**config.mk**
```make
export PLATFORM = sky130hd
export DESIGN_NAME = md_unit
export DESIGN_NICKNAME = d
export VERILOG_FILES = /design/src/rtl/md_unit.sv
export SDC_FILE = /design/constraint.sdc
export NUM_CORES = 1
export LEC_CHECK = 0
export CAP_MARGIN = 20
export CORE_ASPECT_RATIO = 0.6
export CORE_UTILIZATION = 50
export CTS_CLUSTER_DIAMETER = 60
export DETAILED_ROUTE_END_ITERATION = 6
export PLACE_DENSITY = 0.8
export RECOVER_POWER = 50
export SETUP_SLACK_MARGIN = 0.02
export SLEW_MARGIN = 20
export SYNTH_ARGS = -nofsm -noshare
export SYNTH_HDL_FRONTEND = slang
export SYNTH_SLANG_ARGS = --single-unit
```
**constraint.sdc**
```tcl
create_clock -name clk -period 9.2 [get_ports clk]
set_clock_uncertainty 0.2 [all_clocks]
set_input_delay 2.76 -clock clk [delete_from_list [all_inputs] [get_ports clk]]
set_output_delay 2.76 -clock clk [all_outputs]
set_load 0.02 [all_outputs]
```
**src/rtl/md_unit.sv**
```systemverilog
// Iterative multiply/divide unit holding the HI/LO pair: radix-2 shift-add multiply and
// restoring divide, one bit per clock, with the sign fix-up applied in a final cycle.
module md_unit #(
    parameter int WIDTH = 32,
    parameter int CNT_W = 6
) (
    input  logic             clk,
    input  logic             rst,
    input  logic             start,
    input  logic [2:0]       MDOp,
    input  logic [WIDTH-1:0] A,
    input  logic [WIDTH-1:0] B,
    output logic             busy,
    output logic             done,
    output logic [WIDTH-1:0] HI,
    output logic [WIDTH-1:0] LO,
    output logic [1:0]       dbg_state
);

    typedef enum logic [1:0] {
        IDLE = 2'd0,
        CALC = 2'd1,
        FIX  = 2'd2
    } state_t;

    localparam logic [CNT_W-1:0] LAST = CNT_W'(WIDTH - 1);

    state_t               state, state_nxt;
    logic [CNT_W-1:0]     cnt;
    logic [2*WIDTH-1:0]   acc;   // multiply: {partial, multiplier}; divide: {remainder, quotient}
    logic [WIDTH-1:0]     opb;   // |multiplicand| or |divisor|
    logic                 sa, sb, is_div, dz;

    logic                 md_req, sgn;
    logic [WIDTH-1:0]     abs_a, abs_b;
    logic [WIDTH:0]       madd, rsh, dsub;
    logic [2*WIDTH-1:0]   mul_nxt, div_nxt, prod_fix;
    logic [WIDTH-1:0]     quo_fix, rem_fix;

    assign busy      = (state != IDLE);
    assign dbg_state = state;

    always_comb begin
        state_nxt = state;
        md_req    = start && !MDOp[2];
        case (state)
            IDLE:    if (md_req) state_nxt = CALC;
            CALC:    if (cnt == LAST) state_nxt = FIX;
            FIX:     state_nxt = IDLE;
            default: state_nxt = IDLE;
        endcase
    end

    always_comb begin
        sgn   = ~MDOp[0];
        abs_a = (sgn && A[WIDTH-1]) ? -A : A;
        abs_b = (sgn && B[WIDTH-1]) ? -B : B;

        madd    = {1'b0, acc[2*WIDTH-1:WIDTH]} + (acc[0] ? {1'b0, opb} : '0);
        mul_nxt = {madd, acc[WIDTH-1:1]};

        // Shift the next dividend bit into the remainder and keep the difference if it fits.
        rsh     = acc[2*WIDTH-1:WIDTH-1];
        dsub    = rsh - {1'b0, opb};
        div_nxt = dsub[WIDTH] ? {rsh[WIDTH-1:0], acc[WIDTH-2:0], 1'b0}
                              : {dsub[WIDTH-1:0], acc[WIDTH-2:0], 1'b1};

        prod_fix = (sa ^ sb) ? -acc : acc;
        // A zero divisor leaves the remainder equal to |A|, so only the quotient is forced.
        quo_fix  = dz ? '1 : ((sa ^ sb) ? -acc[WIDTH-1:0] : acc[WIDTH-1:0]);
        rem_fix  = sa ? -acc[2*WIDTH-1:WIDTH] : acc[2*WIDTH-1:WIDTH];
    end

    always_ff @(posedge clk or posedge rst) begin
        if (rst) begin
            state  <= IDLE;
            cnt    <= '0;
            acc    <= '0;
            opb    <= '0;
            sa     <= 1'b0;
            sb     <= 1'b0;
            is_div <= 1'b0;
            dz     <= 1'b0;
            done   <= 1'b0;
            HI     <= '0;
            LO     <= '0;
        end else begin
            state <= state_nxt;
            done  <= 1'b0;
            case (state)
                IDLE: begin
                    if (start) begin
                        if (MDOp == 3'b100) HI <= A;
                        if (MDOp == 3'b101) LO <= A;
                        if (md_req) begin
                            cnt    <= '0;
                            sa     <= sgn & A[WIDTH-1];
                            sb     <= sgn & B[WIDTH-1];
                            is_div <= MDOp[1];
                            dz     <= MDOp[1] && (B == '0);
                            if (MDOp[1]) begin
                                acc <= {{WIDTH{1'b0}}, abs_a};
                                opb <= abs_b;
                            end else begin
                                acc <= {{WIDTH{1'b0}}, abs_b};
                                opb <= abs_a;
                            end
                        end
                    end
                end
                CALC: begin
                    acc <= is_div ? div_nxt : mul_nxt;
                    cnt <= cnt + 1'b1;
                end
                FIX: begin
                    if (is_div) begin
                        HI <= rem_fix;
                        LO <= quo_fix;
                    end else begin
                        {HI, LO} <= prod_fix;
                    end
                    done <= 1'b1;
                end
                default: ;
            endcase
        end
    end

endmodule

```
==> results of run 1 <==
==> registers in the layout (all words and copies together) (netlist names) <==
signal / count
acc: 64
cnt: 6
dbg_state: 2
dz: 1
sa: 1
LO: 32
opb: 32
done: 1
HI: 32
sb: 1
is_div: 1
==> final cells by class <==
class,count,area [µm²],share of cell area
multi-input cells,1544,9890,0.578
inverters,71,268,0.0157
clock buffers,20,457,0.0267
flip-flops and latches,173,4330,0.253
clock inverters,12,133,0.00776
well taps,400,500,0.0293
repair buffers,161,1520,0.0889
==> cell usage after synthesis, types with 5 or more instances <==
library cell / instances / area [µm²]
nor3_1: 44 / 220
or2_2: 10 / 62.6
ha_1: 69 / 863
nand3b_1: 6 / 45.0
and4_1: 6 / 52.6
a221oi_1: 9 / 78.8
and3_1: 10 / 62.6
o21bai_1: 5 / 37.5
a32oi_1: 5 / 43.8
a211oi_1: 39 / 293
dfrtp_1: 173 / 4330
o22ai_1: 34 / 213
buf_1: 11 / 41.3
nor2b_1: 27 / 169
nor2_1: 176 / 661
xor2_1: 79 / 692
o31ai_1: 16 / 120
mux2i_1: 54 / 541
nor3b_1: 9 / 67.6
nand2_1: 200 / 751
a22oi_1: 24 / 180
or4_1: 8 / 60.1
o211ai_1: 36 / 270
o41ai_1: 14 / 123
nand2b_1: 20 / 125
a31oi_1: 21 / 131
nand4_1: 9 / 56.3
a21o_1: 27 / 203
clkbuf_1: 103 / 387
inv_1: 69 / 259
xnor2_1: 94 / 823
nor4_1: 18 / 113
o21a_1: 17 / 128
nand3_1: 26 / 130
or3_1: 10 / 62.6
o221ai_1: 7 / 61.3
a211o_1: 5 / 43.8
o21ai_0: 204 / 1020
a21oi_1: 142 / 711
==> logic make-up after synthesis <==
family	synth area share
multiplexers	0.0392
adder cells (fa/ha/maj)	0.0605
XOR/XNOR	0.102
AO/OA/AOI/OAI	0.266
flip-flops	0.290
buffers and inverters	0.0489
AND/OR/NAND/NOR	0.194
==> power by group <==
group / leakage, nW / internal (mW) / switching (mW) / total (mW)
Sequential: 2.11 / 1.12 / 0.597 / 1.71
Combinational: 4.73 / 1.96 / 2.88 / 4.84
Clock: 0.284 / 0.417 / 0.356 / 0.773
==> per-layer routing <==
| metal | GRT usage | part of all wire | wire length (µm) |
|---|---|---|---|
| met3 | 0.146 | 0.15 | 9020 |
| met1 | 0.598 | 0.46 | 26800 |
| met4 | 0.0809 | 0.020 | 1170 |
| met2 | 0.486 | 0.37 | 21500 |
| met5 | 0 | 0 | 0 |
==> critical path, stage by stage <==
cell and delay [ns]:
dlygate4sd3_1 0.56, nor3b_1 0.20, clkbuf_1 1.88, nor2_2 0.04, clkbuf_1 0.74, a22oi_1 0.60
o211ai_1 0.15
==> worst max path at each step <==
stage                          end  slack [ns]  depth (start not counted)
2_1_floorplan    HI[0]$_DFFE_PP0P_        1.55                          1
3_3_place_gp   acc[29]$_DFFE_PP0P_        3.02                         10
3_5_place_dp   acc[29]$_DFFE_PP0P_        2.94                         10
4_1_cts        acc[29]$_DFFE_PP0P_        3.41                         10
5_1_grt        acc[45]$_DFFE_PP0P_        2.03                          3
6_report       acc[42]$_DFFE_PP0P_        2.35                          7
==> parameters.txt, run 1 <==
Parameter                              Value

Timing
  Slew at the pin with the worst max-slew slack ... 3.63 ns
  Smallest hold slack ... 0.272 ns
  Setup slack of the critical path after layout ... 2.35 ns
  Worst relative slew slack ... -1.42
  Period Utilization, post-route ... 0.744
  Final count of pins violating max slew ... 437
  Hold violation count in the final report ... 0
  Final critical delay including setup and external delays ... 6.85 ns
  Final setup viols ... 0
  Setup Total Neg Slack ... 0 ns
  Setup repair after global routing missed its margin ... false
  Fmax ... 146 MHz

Setup path
  Worst R2R Setup Slack ... 4.21 ns
  Endpoint kind of the worst setup timing path ... register
  Start point of the critical path ... start
  Type of the worst setup path ... input pin to register
  CP arrival ... 6.96 ns
  Reg-to-reg critical path startpoint ... dbg_state[1]$_DFFE_PP0P_
  Count of cells along the worst register-to-register path ... 7
  Worst reg2reg path endpoint ... acc[42]$_DFFE_PP0P_
  Startpoint class of the critical path ... input pin
  Highest net fanout along the worst path ... 59
  Required time reported for the critical path endpoint ... 9.31 ns

Place
  Total of buffers placed on input and output ports ... 137
  Total placed cells including tap cells ... 2349
  Dpl cell area ... 16500 µm²
  Final estimated routing congestion in global placement ... 1.06
  Worst Setup Slack post-DPL ... 2.94 ns
  Post-DP HPWL ... 44900 µm

Power
  Max IR drop VDD ... 213 µV
  Overall power consumption ... 7.33 mW
  Leakage power ... 7.13 nW
  Power density of the placed cells ... 429 nW/µm²

Finish
  Core utilization of the finished layout ... 0.588
  Ant diodes ... 0
  Highest-count cells in the layout ignoring fill and taps ... 204 x o21ai_0, 200 x nand2_1, 175 x nor2_1, 172 x dfrtp_1, 142 x a21oi_1
  Most common cell after layout, fill and taps aside ... o21ai_0
  Share of cells above drive strength 1 ... 0.0444
  Nets@finish ... 2109
  Area added between synthesis and finish ... 14.6%
  Count of non-filler cells in the finished layout ... 2381
  Fill cell instance count of the final layout ... 2710
  Cell area after layout ... 17100 µm²

Yosys
  Synthesized cell area ... 14900 µm²
  Unique masters post-synth ... 78
  Number of warnings reported in the yosys synthesis log ... 0
  Sequential share of the synthesized area ... 0.290
  Share of async-settable or async-resettable flops after synthesis ... 1.00
  Number of enable flip-flop cells after synthesis ... 0
  Synthesis-stage register bit count ... 173
  Dominant synthesized flop cell ... dfrtp_1
  Cell count after synthesis ... 1908
  Syn Nets ... 2049
  Mean area per synthesized cell ... 7.82 µm²

Clock tree
  Max Root-Sink Buffers ... 2
  Post-CTS Resized ... 0
  Root Buffer Master ... clkbuf_16
  Clk pin slew, worst setup/hold paths ... 0.07 ns
  Hold buffer count at CTS ... 0
  Number of post-CTS setup repair buffers ... 0
  Clock buffer count from CTS ... 17
  Number of clock sinks ... 173
  Clk_lat worst skew ... 0.46 ns
  TritonCTS clock tree ... yes
  Number of H-tree levels ... 4

Hold path
  Worst min-delay path class ... register to register
  Worst Hold End ... LO[21]$_DFFE_PP0P_
  Hold Path Depth ... 2
  Startpoint of the most critical hold path ... LO[21]$_DFFE_PP0P_

Die
  Die ar. ... 30600 µm²
  Die Y-Extent ... 136 µm
  Placeable Area ... 29100 µm²
  IO Count ... 138
  Die boundary width ... 225 µm
  Starting density of the core ... 0.514
  Cell row count ... 48

Route
  Number of DRC violations after detailed-routing iteration 0 ... 2254
  Wire length per cell ... 24.5 µm
  Per-cell via count in the routed design ... 6.57
  Detailed Routing Iterations Pass 1 ... 6
  Wire length reported by the detailed router ... 58400 µm
  Number of antenna-violating nets in the routed design ... 0
  DRC ... 0
  Routed via count ... 15600

Status
  Violated checks ... capacitance limit, slew limit
  Run status ... complete, but fails checks

Global route
  First-pass GRT wire length ... 87500 µm
  Maximum number of pins on one net before global-route repair ... 94
  Overall overflow remaining after global route ... 0
  All-Layer GR Usage ... 0.385
  Antenna violations before repair ... 0
  Number of global-route vias before repair ... 13900

Job
  Max-cap violation count ... 8
(Power assumes the default switching activity.)
==> run 2: changes to the inputs <==
==> constraint.sdc (replaced) <==
create_clock -name clk -period 6.9 [get_ports clk]
set_clock_uncertainty 0.2 [all_clocks]
set_input_delay 2.07 -clock clk [delete_from_list [all_inputs] [get_ports clk]]
set_output_delay 2.07 -clock clk [all_outputs]
set_load 0.02 [all_outputs]
==> run 2 against run 1 <==
Against the previous run: the flow finishes with violations (DRC, capacitance limit, slew limit); clock power increased by 23%; utilization down 0.18 points; first-iteration DRC count rose by 31%; clock-buffer cell count unchanged; setup slack got worse by 0.98 ns; sequential power increased by 32%; critical path depth down 1; worst hold slack gained 0.0017 ns; combinational power increased by 36%; wire length shrank 1.0%; critical endpoint is now acc[11]$_DFFE_PP0P_; largest power group unchanged.
==> parameters.txt, run 2 (synthesis gave the netlist of run 1 again) <==
Parameter                              Value

Timing
  Hold violation count in the final report ... 0 (unchanged)
  Slew at the pin with the worst max-slew slack ... 2.94 ns (was 3.63 ns)
  Smallest hold slack ... 0.273 ns (was 0.272 ns)
  Fmax ... 181 MHz
  Period Utilization, post-route ... 0.801
  Worst relative slew slack ... -0.962 (was -1.42)
  Final count of pins violating max slew ... 205 (was 437)
  Final setup viols ... 0 (unchanged)
  Final critical delay including setup and external delays ... 5.53 ns
  Setup repair after global routing missed its margin ... false (unchanged)
  Setup Total Neg Slack ... 0 ns (unchanged)
  Setup slack of the critical path after layout ... 1.37 ns (was 2.35 ns)

Finish
  Share of cells above drive strength 1 ... 0.0440 (was 0.0444)
  Area added between synthesis and finish ... 14.2% (was 14.6%)
  Fill cell instance count of the final layout ... 2628 (was 2710)
  Top register by number of flip-flops ... acc (unchanged)
  Highest-count cells in the layout ignoring fill and taps ... 204 x o21ai_0, 199 x nand2_1, 175 x nor2_1, 172 x dfrtp_1, 142 x a21oi_1 (was 204 x o21ai_0, 200 x nand2_1, 175 x nor2_1, 172 x dfrtp_1, 142 x a21oi_1)
  Most common cell after layout, fill and taps aside ... o21ai_0 (unchanged)
  Ant diodes ... 0 (unchanged)
  Core utilization of the finished layout ... 0.586 (was 0.588)
  Max reg flops ... 64 (unchanged)
  Nets@finish ... 2105 (was 2109)

Die
  Cell row count ... 48 (unchanged)
  Placeable Area ... 29100 µm² (unchanged)
  Die ar. ... 30600 µm² (unchanged)
  Die boundary width ... 225 µm (unchanged)
  IO Count ... 138 (unchanged)
  Die Y-Extent ... 136 µm (unchanged)
  Starting density of the core ... 0.514 (unchanged)

Power
  Leakage power ... 7.04 nW (was 7.13 nW)
  Overall power consumption ... 9.80 mW (was 7.33 mW)
  Max IR drop VDD ... 354 µV (was 213 µV)
  Power density of the placed cells ... 575 nW/µm² (was 429 nW/µm²)

Clock tree
  Clock buffer count from CTS ... 17 (unchanged)
  TritonCTS clock tree ... yes (unchanged)
  Root Buffer Master ... clkbuf_16 (unchanged)
  Clk pin slew, worst setup/hold paths ... 0.07 ns (about the same)
  Post-CTS Resized ... 0 (unchanged)
  Hold buffer count at CTS ... 0 (unchanged)
  Number of clock sinks ... 173 (unchanged)
  Number of post-CTS setup repair buffers ... 0 (unchanged)
  Max Root-Sink Buffers ... 2 (unchanged)
  Number of H-tree levels ... 4 (unchanged)
  Clk_lat worst skew ... 0.47 ns (was 0.46 ns)

Route
  Routed via count ... 15700 (was 15600)
  Wire length reported by the detailed router ... 57800 µm (was 58400 µm)
  Wire length per cell ... 24.3 µm (was 24.5 µm)
  Per-cell via count in the routed design ... 6.59 (was 6.57)
  Detailed Routing Iterations Pass 1 ... 7 (was 6)
  Number of DRC violations after detailed-routing iteration 0 ... 2949 (was 2254)
  Number of antenna-violating nets in the routed design ... 0 (unchanged)
  DRC ... 2 (was 0)

Global route
  Antenna violations before repair ... 1 (was 0)
  All-Layer GR Usage ... 0.378 (was 0.385)
  First-pass GRT wire length ... 86200 µm (was 87500 µm)
  Number of global-route vias before repair ... 13700 (was 13900)
  Overall overflow remaining after global route ... 0 (unchanged)
  Maximum number of pins on one net before global-route repair ... 94 (unchanged)

Setup path
  Startpoint class of the critical path ... input pin (unchanged)
  Endpoint kind of the worst setup timing path ... register (unchanged)
  Highest net fanout along the worst path ... 58 (was 59)
  CP arrival ... 5.69 ns (was 6.96 ns)
  Required time reported for the critical path endpoint ... 7.06 ns (was 9.31 ns)
  Type of the worst setup path ... input pin to register (unchanged)

Place
  Final estimated routing congestion in global placement ... 1.03 (was 1.06)
  Worst Setup Slack post-DPL ... 1.35 ns (was 2.94 ns)
  Total of buffers placed on input and output ports ... 137 (unchanged)
  Post-DP HPWL ... 44300 µm (was 44900 µm)

Status
  Violated checks ... DRC, capacitance limit, slew limit (was capacitance limit, slew limit)
  Run status ... complete, but fails checks (unchanged)

Job
  Max-cap violation count ... 4 (was 8)

Hold path
  Worst min-delay path class ... register to register (unchanged)
## run 2: cell types whose count changed in the layout (fill, tap and decap cells not counted), sizes merged
cell / before / now
inv: 74 / 73
clkinvlp: 4 / 5
clkbuf: 27 / 23
clkinv: 3 / 5
dlygate4sd3: 68 / 27
clkdlybuf4s50: 68 / 109
bufinv: 2 / 0
## run 2: critical path: stages
cell	delay (ns)
dlygate4sd3_1	0.56
nor3b_1	0.56
clkbuf_1	1.88
o211a_1	0.35
a211oi_1	0.05
a21oi_1	0.23
## run 2: final cells by class
cell class / instances / area, µm² / area share
Multi-Input combinational cell: 1544 / 9890 / 0.580
Sequential cell: 173 / 4330 / 0.254
Timing Repair Buffer: 157 / 1520 / 0.0890
Tap cell: 400 / 500 / 0.0294
Clock buffer: 20 / 457 / 0.0268
Inverter: 71 / 268 / 0.0157
Clock inverter: 12 / 88.8 / 0.00521
## run 2: power by group
part,internal (mW),total (mW),switching [mW]
clock network,0.482,0.953,0.470
logic,2.65,6.59,3.94
registers,1.49,2.26,0.770
## run 2: final timing paths
| check | startpoint | to | slack (ns) | depth (start not counted) |
|---|---|---|---|---|
| worst max register to register | dbg_state[0]$_DFFE_PP0P_ | acc[62]$_DFFE_PP0P_ | 1.86 | 6 |
| max in group asynchronous | rst | is_div$_DFFE_PP0P_ | 2.76 | 3 |
| min in group asynchronous | rst | LO[6]$_DFFE_PP0P_ | 2.33 | 2 |
| worst min register to register | LO[11]$_DFFE_PP0P_ | LO[11]$_DFFE_PP0P_ | 0.27 | 2 |
| worst min-delay path | LO[11]$_DFFE_PP0P_ | LO[11]$_DFFE_PP0P_ | 0.27 | 2 |
| worst max-delay path | start | acc[11]$_DFFE_PP0P_ | 1.37 | 6 |
## run 2: routing by layer
| metal | global-route usage | wire length, µm | vias up | share of wire |
|---|---|---|---|---|
| li1 | - | - | 7025 | - |
| met5 | 0 | 0 | - | 0 |
| met3 | 0.174 | 9870 | 110 | 0.17 |
| met2 | 0.458 | 20700 | 1096 | 0.36 |
| met1 | 0.582 | 25900 | 7440 | 0.45 |
| met4 | 0.0881 | 1360 | 0 | 0.023 |
## run 2: through the flow
step / std cells / cell area (µm²)
2_1_floorplan: 1908 / 14900
3_3_place_gp: 2345 / 16500
3_5_place_dp: 2345 / 16500
4_1_cts: 2377 / 17100
5_1_grt: 2377 / 17000
6_report: 2377 / 17000
==> run 3: changes to the inputs <==
==> constraint.sdc (replaced) <==
create_clock -name clk -period 5.8 [get_ports clk]
set_clock_uncertainty 0.2 [all_clocks]
set_input_delay 1.74 -clock clk [delete_from_list [all_inputs] [get_ports clk]]
set_output_delay 1.74 -clock clk [all_outputs]
set_load 0.02 [all_outputs]
==> run 3 against run 2 <==
Against the previous run: the flow finishes with violations (capacitance limit, slew limit); worst hold slack better by 0.0072 ns; total power up 19%; setup slack worse by 0.74 ns; sequential share of layout area down 0.17 points; cell count up 0.46%; first-iteration DRC count down 17%; flip-flop and latch count unchanged; via count up 0.23%; sequential power up 17%; clock power up 27%; largest cell class unchanged; global-route usage down 0.35 points.
==> parameters.txt, run 3 (synthesis gave the netlist of run 1 again) <==
Parameter                              Value

Status
  Run status ... complete, but fails checks (unchanged)
  Violated checks ... capacitance limit, slew limit (was DRC, capacitance limit, slew limit)

Global route
  Maximum number of pins on one net before global-route repair ... 96 (was 94)
  Number of global-route vias before repair ... 13800 (was 13700)
  Overall overflow remaining after global route ... 0 (unchanged)
  Antenna violations before repair ... 1 (unchanged)
  All-Layer GR Usage ... 0.375 (was 0.378)
  First-pass GRT wire length ... 85700 µm (was 86200 µm)

Clock tree
  Clk pin slew, worst setup/hold paths ... 0.07 ns (about the same)
  TritonCTS clock tree ... yes (unchanged)
  Root Buffer Master ... clkbuf_16 (unchanged)
  Max Root-Sink Buffers ... 2 (unchanged)
  Number of H-tree levels ... 4 (unchanged)
  Post-CTS Resized ... 0 (unchanged)
  Number of clock sinks ... 173 (unchanged)
  Clk_lat worst skew ... 0.47 ns (about the same)
  Hold buffer count at CTS ... 0 (unchanged)
  Clock buffer count from CTS ... 17 (unchanged)
  Number of post-CTS setup repair buffers ... 0 (unchanged)

Route
  Routed via count ... 15700 (about the same)
  Detailed Routing Iterations Pass 1 ... 6 (was 7)
  Per-cell via count in the routed design ... 6.58 (was 6.59)
  Number of antenna-violating nets in the routed design ... 0 (unchanged)
  DRC ... 0 (was 2)
  Number of DRC violations after detailed-routing iteration 0 ... 2460 (was 2949)
  Wire length reported by the detailed router ... 57400 µm (was 57800 µm)
  Wire length per cell ... 24.1 µm (was 24.3 µm)

Power
  Leakage power ... 7.10 nW (was 7.04 nW)
  Share of power burned in combinational logic ... 0.670 (was 0.672)
  Internal power of the cells ... 5.61 mW (was 4.62 mW)
  Part of the total power dissipated in the clock network ... 0.103 (was 0.097)
  Fraction of power consumed by sequential logic ... 0.226 (was 0.230)
  Max IR drop VDD ... 443 µV (was 354 µV)
  Net load switching power ... 6.10 mW (was 5.18 mW)
  Power density of the placed cells ... 682 nW/µm² (was 575 nW/µm²)
  Share of total power consumed by net switching ... 0.521 (was 0.529)

Setup path
  Worst reg2reg path endpoint ... acc[59]$_DFFE_PP0P_ (was acc[62]$_DFFE_PP0P_)
  Endpoint kind of the worst setup timing path ... register (unchanged)
  Startpoint class of the critical path ... input pin (unchanged)
  Type of the worst setup path ... input pin to register (unchanged)
  Reg-to-reg critical path startpoint ... acc[0]$_DFFE_PP0P_ (was dbg_state[0]$_DFFE_PP0P_)
  Critical Path, Cell by Cell ... dlygate4sd3_1, nor3b_2, clkbuf_1, o211ai_1, o21ai_0 (was dlygate4sd3_1, nor3b_1, clkbuf_1, o211a_1, a211oi_1, a21oi_1)
  Max incr delay on CP ... 1.93 ns (was 1.88 ns)
  Worst R2R Setup Slack ... 1.08 ns (was 1.86 ns)
  Count of cells along the worst register-to-register path ... 12 (was 6)
  Highest-delay cell along the critical path ... clkbuf_1 (unchanged)
  CP arrival ... 5.29 ns (was 5.69 ns)
  Highest net fanout along the worst path ... 58 (unchanged)
  Required time reported for the critical path endpoint ... 5.93 ns (was 7.06 ns)

Die
  Die ar. ... 30600 µm² (unchanged)
  Placeable Area ... 29100 µm² (unchanged)
  Starting density of the core ... 0.514 (unchanged)
  Die boundary width ... 225 µm (unchanged)
  Die Y-Extent ... 136 µm (unchanged)
  IO Count ... 138 (unchanged)
  Cell row count ... 48 (unchanged)

Finish
  Top register by number of flip-flops ... acc (unchanged)
  Share of cells above drive strength 1 ... 0.0488 (was 0.0440)
  Nets@finish ... 2116 (was 2105)
  Core utilization of the finished layout ... 0.590 (was 0.586)
  Area added between synthesis and finish ... 15.0% (was 14.2%)
  Ant diodes ... 0 (unchanged)
  Max reg flops ... 64 (unchanged)
  Highest-count cells in the layout ignoring fill and taps ... 204 x o21ai_0, 200 x nand2_1, 175 x nor2_1, 172 x dfrtp_1, 142 x a21oi_1 (was 204 x o21ai_0, 199 x nand2_1, 175 x nor2_1, 172 x dfrtp_1, 142 x a21oi_1)
  Most common cell after layout, fill and taps aside ... o21ai_0 (unchanged)

Timing
  Smallest hold slack ... 0.280 ns (was 0.273 ns)
  Fmax ... 194 MHz
  Setup Total Neg Slack ... 0 ns (unchanged)
  Final setup viols ... 0 (unchanged)
  Setup repair after global routing missed its margin ... false (unchanged)
  Hold violation count in the final report ... 0 (unchanged)
  Final critical delay including setup and external delays ... 5.16 ns
  Final count of pins violating max slew ... 337 (was 205)
  Worst relative slew slack ... -0.997 (was -0.962)
  Period Utilization, post-route ... 0.890
  Slew at the pin with the worst max-slew slack ... 2.98 ns (was 2.94 ns)

Hold path
  Hold Path Depth ... 2 (unchanged)
  Startpoint of the most critical hold path ... LO[5]$_DFFE_PP0P_ (was LO[11]$_DFFE_PP0P_)
  Worst Hold End ... LO[5]$_DFFE_PP0P_ (was LO[11]$_DFFE_PP0P_)
  Worst min-delay path class ... register to register (unchanged)

Place
  Final estimated routing congestion in global placement ... 1.05 (was 1.03)
  Post-DP HPWL ... 44200 µm (was 44300 µm)
  Total of buffers placed on input and output ports ... 137 (unchanged)

Job
  Max-cap violation count ... 6 (was 4)
==> run 3: worst max path at each step <==
stage                from                   to  cells after the start
floorplan            A[6]  acc[29]$_DFFE_PP0P_                      9
global placement     A[0]  acc[12]$_DFFE_PP0P_                     10
detailed placement   A[0]  acc[12]$_DFFE_PP0P_                     10
CTS                  A[0]  acc[12]$_DFFE_PP0P_                     10
global route        start   opb[8]$_DFFE_PP0P_                      5
finish              start   opb[8]$_DFFE_PP0P_                      5
==> run 3: power by group through the flow <==
stage                     Combinational [mW]  Sequential, mW  Clock, mW
after CTS                               7.64            2.57       1.21
after detailed placement                7.60            2.59          0
after global routing                    8.49            2.66       1.25
after floorplan                         5.36            2.43          0
after global placement                  7.43            2.57          0
final                                   7.85            2.65       1.21
==> run 3: final cells by class <==
class                   instances  area, µm²
multi-input cells            1544       9880
flip-flops and latches        173       4330
clock inverters                13        141
well taps                     400        500
clock buffers                  19        443
repair buffers                168       1600
inverters                      71        268
fillers                      2622      11900
==> run 3: metrics by stage <==
| step | setup WS, ns | power (mW) | area [µm²] | cells |
|---|---|---|---|---|
| after global placement | 0.821 | 10.0 | 16600 | 2356 |
| after floorplan | 1.64 | 7.79 | 14900 | 1908 |
| after CTS | 1.21 | 11.4 | 17200 | 2388 |
| after global routing | 0.567 | 12.4 | 17200 | 2388 |
| after detailed placement | 0.746 | 10.2 | 16600 | 2356 |
| final | 0.637 | 11.7 | 17200 | 2388 |
==> run 3: critical path: cells and delay by family <==
family,cells,cell delay (ns)
buf+inv,2,2.48
compound gates,2,0.83
simple gates,1,0.21
==> run 3: per-layer routing <==
| metal | share of wire | up-vias | global-route usage |
|---|---|---|---|
| li1 | - | 7056 | - |
| met1 | 0.45 | 7408 | 0.576 |
| met2 | 0.36 | 1142 | 0.461 |
| met3 | 0.17 | 99 | 0.160 |
| met4 | 0.021 | 2 | 0.0850 |
| met5 | 0.0026 | - | 0.0355 |
